--- src/rtl/gyruss_audio_mixer_if.sv ---
// gyruss_audio_mixer_if: channel/gain inputs and mixed-sample outputs of the audio mixer
//   i_ch_in      : packed signed 16-bit samples, channel k at [16k+15:16k]
//   i_ch_gain    : packed unsigned Q1.7 gains, channel k at [8k+7:8k]
//   o_out        : signed mixed sample, held between updates
//   o_sample_stb : one-cycle pulse when o_out takes a new value
//   o_clip       : o_out was saturated
interface gyruss_audio_mixer_if #(parameter int CHANNELS = 5);
    logic [16*CHANNELS-1:0] i_ch_in;
    logic [8*CHANNELS-1:0]  i_ch_gain;
    logic signed [15:0]     o_out;
    logic                   o_sample_stb;
    logic                   o_clip;
    modport master (output i_ch_in, i_ch_gain, input o_out, o_sample_stb, o_clip);
    modport slave  (input i_ch_in, i_ch_gain, output o_out, o_sample_stb, o_clip);
endinterface

--- src/rtl/gyruss_audio_mixer.sv ---
// gyruss_audio_mixer: gain-weighted sum of CHANNELS signed inputs into one saturated 16-bit sample every DIV cycles
//   clk   : system clock
//   reset : synchronous active-high reset
//   mix   : slave side of gyruss_audio_mixer_if (channel/gain inputs, out/sample_stb/clip outputs)
module gyruss_audio_mixer #(
    parameter int CHANNELS = 5,
    parameter int DIV      = 220
) (
    input  logic                 clk,
    input  logic                 reset,
    gyruss_audio_mixer_if.slave  mix
);
    localparam int CW = $clog2(DIV);
    localparam logic [2:0] LAST = 3'(CHANNELS - 1);

    generate
        if (CHANNELS < 1 || CHANNELS > 8 || DIV < CHANNELS + 2) begin : g_bad_params
            $error("gyruss_audio_mixer: need 1 <= CHANNELS <= 8 and DIV >= CHANNELS + 2");
        end
    endgenerate

    typedef enum logic [1:0] {IDLE, ACCUM, SAT} state_t;

    state_t             r_state, w_next;
    logic [CW-1:0]      r_cnt;
    logic [2:0]         r_idx;
    logic signed [27:0] r_acc;
    logic signed [15:0] r_snap_in [8];
    logic [7:0]         r_snap_gain [8];
    logic signed [15:0] w_ch [8];
    logic [7:0]         w_gain [8];
    logic               w_tick;
    logic signed [24:0] w_prod;
    logic signed [20:0] w_s;

    // Unpack into fixed 8-entry arrays so the 3-bit index always addresses a real entry.
    for (genvar k = 0; k < 8; k++) begin : g_unpack
        if (k < CHANNELS) begin : g_used
            assign w_ch[k]   = mix.i_ch_in[16*k+15:16*k];
            assign w_gain[k] = mix.i_ch_gain[8*k+7:8*k];
        end else begin : g_unused
            assign w_ch[k]   = '0;
            assign w_gain[k] = '0;
        end
    end

    assign w_tick = r_cnt == CW'(DIV - 1);
    assign w_prod = r_snap_in[r_idx] * $signed({1'b0, r_snap_gain[r_idx]});
    // Dropping the low 7 bits of a two's-complement value is a floor divide by 128.
    assign w_s    = r_acc[27:7];

    always_ff @(posedge clk)
        r_state <= reset ? IDLE : w_next;

    always_comb begin
        w_next = r_state;
        w_next = (r_state == IDLE && w_tick) ? ACCUM :
                 (r_state == ACCUM && r_idx == LAST) ? SAT :
                 (r_state == SAT) ? IDLE : r_state;
    end

    always_ff @(posedge clk) begin
        if (reset) begin
            r_cnt            <= '0;
            r_idx            <= '0;
            r_acc            <= '0;
            r_snap_in        <= '{default: '0};
            r_snap_gain      <= '{default: '0};
            mix.o_out        <= '0;
            mix.o_sample_stb <= 1'b0;
            mix.o_clip       <= 1'b0;
        end else begin
            r_cnt            <= w_tick ? '0 : r_cnt + 1'b1;
            r_idx            <= (r_state == ACCUM) ? r_idx + 1'b1 : '0;
            r_acc            <= (r_state == IDLE) ? '0 : (r_state == ACCUM) ? r_acc + 28'(w_prod) : r_acc;
            mix.o_sample_stb <= r_state == SAT;
            if (w_tick) begin
                r_snap_in   <= w_ch;
                r_snap_gain <= w_gain;
            end
            if (r_state == SAT) begin
                mix.o_out  <= (w_s > 21'sd32767) ? 16'sh7fff : (w_s < -21'sd32768) ? 16'sh8000 : w_s[15:0];
                mix.o_clip <= (w_s > 21'sd32767) || (w_s < -21'sd32768);
            end
        end
    end
endmodule

--- src/flat_wrapper.sv ---
// flat-port wrapper written by rule: the top's interface ports become plain ports
module gyruss_audio_mixer_flat 
#(
    parameter int CHANNELS = 5,
    parameter int DIV      = 220
)
  (clk, reset, mix_i_ch_in, mix_i_ch_gain, mix_o_out, mix_o_sample_stb, mix_o_clip);
  gyruss_audio_mixer_if #(.CHANNELS(CHANNELS)) mix_i ();
  input  logic clk;
  input  logic reset;
  input wire logic [$bits(mix_i.i_ch_in)-1:0] mix_i_ch_in;
  input wire logic [$bits(mix_i.i_ch_gain)-1:0] mix_i_ch_gain;
  output wire logic [$bits(mix_i.o_out)-1:0] mix_o_out;
  output wire logic [$bits(mix_i.o_sample_stb)-1:0] mix_o_sample_stb;
  output wire logic [$bits(mix_i.o_clip)-1:0] mix_o_clip;
  assign mix_i.i_ch_in = mix_i_ch_in;
  assign mix_i.i_ch_gain = mix_i_ch_gain;
  assign mix_o_out = mix_i.o_out;
  assign mix_o_sample_stb = mix_i.o_sample_stb;
  assign mix_o_clip = mix_i.o_clip;
  gyruss_audio_mixer #(.CHANNELS(CHANNELS), .DIV(DIV)) u_core (.clk(clk), .reset(reset), .mix(mix_i));
endmodule
--- config.mk ---
export PLATFORM = sky130hd
export DESIGN_NAME = gyruss_audio_mixer_flat
export DESIGN_NICKNAME = d
export VERILOG_FILES = /design/src/rtl/gyruss_audio_mixer_if.sv /design/src/rtl/gyruss_audio_mixer.sv /design/src/flat_wrapper.sv
export SDC_FILE = /design/constraint.sdc
export NUM_CORES = 1
export LEC_CHECK = 0
export CORE_ASPECT_RATIO = 0.5
export CORE_MARGIN = 10
export CORE_UTILIZATION = 58
export CTS_CLUSTER_DIAMETER = 100
export DETAILED_ROUTE_END_ITERATION = 7
export GPL_ROUTABILITY_DRIVEN = 0
export MAX_ROUTING_LAYER = met4
export PLACE_DENSITY = 0.82
export SYNTH_ARGS = -nofsm -noshare
export SYNTH_HDL_FRONTEND = slang
export SYNTH_SLANG_ARGS = --single-unit
--- constraint.sdc ---
create_clock -name clk -period 9.1 [get_ports clk]
set_input_delay 1.82 -clock clk [delete_from_list [all_inputs] [get_ports clk]]
set_output_delay 1.82 -clock clk [all_outputs]
set_load 0.02 [all_outputs]
==> run metrics <==
Post-Syn Area=around 13000 µm²; Yosys top cell area share=0.278; RR Startpoint=u_core.r_idx[2]; clock sink count=~180; required time worst endpoint=approximately 9.4 ns; Avg Cell Area, Syn=a little under 8 µm²; Layout Skew=around 0.016 ns; postcts setup bufs=0; filler cell count=around 1.7k; Placed Instances=approximately 2.0k; storage element area=3580 µm²; Cell Rows=38; TritonCTS clock tree=yes; TritonRoute pass-1 iters=8; final slew viol count=0; initial drt markers=about 1.1k; final worst path period need=between 8 and 9 ns; Slew headroom=0.268; Setup TNS Final=0 ns; CTS HTree Levels=4; most common flop cell mapped by yosys=dfxtp_1; crit path max fanout=22; I/O pin count=between 100 and 150; post-synth top area cell=dfxtp_1; clock share of power=0.464; final wirelength=~34 mm; synth top area cells=dfxtp_1 28%, fa_1 16%, nand2_1 9.5%, ha_1 7.9%, a21oi_1 7.4%; fmax=approximately 120 MHz; peak per-stage delay on the critical path=between 0.5 and 0.6 ns; Core Region=approximately 22000 µm²; worst skew pair latency=~0.45 ns; Seq/Total Area, Yosys=0.278; CP startpoint=u_core.r_idx[2]; first-pass GRT wire length=between 50 and 60 mm; Lkg Pwr=0.00614 µW; fin crit share=0.933; Die W=roughly 230 µm; Synth Register Bits=between 150 and 200; hold_ws=between 0.4 and 0.5 ns; crit start category=flip-flop; Root Buffer=clkbuf_16; DR WL/cell=roughly 17 µm; FFs w/ async S/R, synth=0; hold_sp=u_core.r_snap_gain[52]; multi-input combinational cell area=approximately 8400 µm²; Vias/cell=5.61; starting density of the core=0.592; Antenna Cells=0; vias in the first global route=11.6k; RSZ-0062 raised after global routing=false; antenna violations before repair=0; outcome=completed; Post-Syn Nets=1944; Switching Fraction=0.239; Post-Layout Cell Count=around 2.0k; Die ar.=around 29000 µm²; final hold vios=0; synth unique cells=55; gr usage total=0.244; Critical Path End Type=flip-flop; DIE HEIGHT=approximately 130 µm; IO buf count=between 100 and 150; Max Cap Viol=0; Final HPWL DP=around 26 mm; largest buffer count on any clock path=2; antenna-violating nets left=0; share of layout cells above drive strength 1=0.0402; Gate power share=0.043; via count=between 10k and 15k; CP arrival=a little under 9 ns; most frequent cells in the layout=326 x nand2_1, 189 x a21oi_1, 178 x dfxtp_1, 172 x nor2_1, 170 x inv_1; Pwr Density=roughly 110 nW/µm²; most common cell after layout, fill and taps aside=nand2_1; slowest cell on the critical path=dfxtp_1; Yosys Warn Count=0; Power Internal=1210 µW; worst slew pin tran=between 1 and 1.5 ns; peak supply drop=98.7 µV; Inserted Clock Buffers=17; DRC=0; Crit Path Class=flip-flop to flip-flop; NetSw=approximately 380 µW; pin count of the biggest net entering global routing=98; area grow syn2layout=17.0%; Seq pwr share=0.493; post-synthesis cell count=between 1.5k and 2k; EDFF count, synth=0; clk slew on worst S/H paths=0.07 ns; # nets final=around 2.0k; Hold Path Class=flip-flop to flip-flop; total congestion overflow=0; Final setup violation count=0
==> critical path: cells and delay by family (launching register included) <==
family	cells	cell delay, ns
compound gates	14	3.20
fa+ha+maj	6	2.71
simple gates	6	0.91
flops	1	0.58
buf+inv	3	0.43
mux	1	0.26
xor+xnor	2	0.25
==> cell families (layout without fill, tap and decap cells) <==
logic type                 Yosys count  after routing  share of synthesized area
buffers and inverters              255            360                     0.0744
adders and majority gates          184            184                      0.238
xor gates and xnor gates            50             50                     0.0339
DFF                                179            179                      0.278
and+or+nand+nor                    600            600                      0.191
muxes                               49             49                     0.0380
AOI/OAI and AO/OA                  321            321                      0.146
==> metrics by stage <==
| step | worst slack (ns) | cell area, µm² | utilization | total power (µW) |
|---|---|---|---|---|
| 2_1_floorplan | 1.25 | 12900 | - | 816 |
| 3_3_place_gp | 1.03 | 14500 | 0.665 | 870 |
| 3_5_place_dp | 0.639 | 14500 | 0.665 | 871 |
| 4_1_cts | 0.545 | 15100 | 0.692 | 1590 |
| 5_1_grt | 0.0644 | 15100 | 0.693 | 1630 |
| 6_report | 0.606 | 15100 | 0.693 | 1590 |
==> cell usage after synthesis, types with 10 or more instances <==
library cell  instances
o22ai_1              15
fa_1                103
nor2_1              173
nand3_1              14
inv_1               170
a22oi_1              18
dfxtp_1             179
nor3_1               30
nand2_1             326
clkbuf_1             77
mux2i_1              49
o22a_1               14
ha_1                 81
a21oi_1             191
nor2b_1              14
o21ai_0              30
xor2_1               21
o21bai_1             10
xnor2_1              29
==> layout make-up <==
| class | instances | share of cell area |
|---|---|---|
| Multi-Input combinational cell | 1204 | 0.555 |
| Timing Repair Buffer | 157 | 0.101 |
| Inverter | 171 | 0.0425 |
| Clock inverter | 13 | 0.00904 |
| Clock buffer | 19 | 0.0300 |
| Tap cell | 300 | 0.0249 |
| Sequential cell | 179 | 0.237 |
==> registers in the layout, indices dropped and copies added, names as in the netlist <==
register	flops
u_core.r_snap_gain	40
u_core.mix.o_clip	1
u_core.r_state	2
u_core.r_idx	3
u_core.mix.o_sample_stb	1
u_core.r_cnt	8
u_core.mix.o_out	16
u_core.r_snap_in	80
u_core.r_acc	28
==> per-layer routing <==
layer  up-vias  global-route usage  wire [µm]
met4         0              0.0812        881
met2       464               0.392      16300
met1      5397               0.304      14900
met5         -                   -          0
met3        79              0.0456       2300
li1       5520                   -          -
==> what timing repair did <==
action / 4_1_cts / 5_1_grt
gates resized for setup: 0 / 6
endpoints found under the setup margin: 0 / 1
hold buffers: 0 / 0
==> power by group through the flow <==
stage	clock network, µW	registers [µW]	logic [µW]
final	738	785	68.1
after global routing	776	785	72.1
after CTS	739	785	68.1
after detailed placement	0	803	67.7
after global placement	0	803	67.1
after floorplan	0	803	12.6
==> final timing paths <==
check                           depth (start not counted)  slack, ns                      to
worst max-delay path                                   32       0.61        u_core.r_acc[27]
worst min-delay path                                    2       0.46  u_core.r_snap_gain[52]
worst max register to register                         32       0.61        u_core.r_acc[27]
worst min register to register                          2       0.46  u_core.r_snap_gain[52]
No activity file was read; power rests on OpenSTA's default activity.
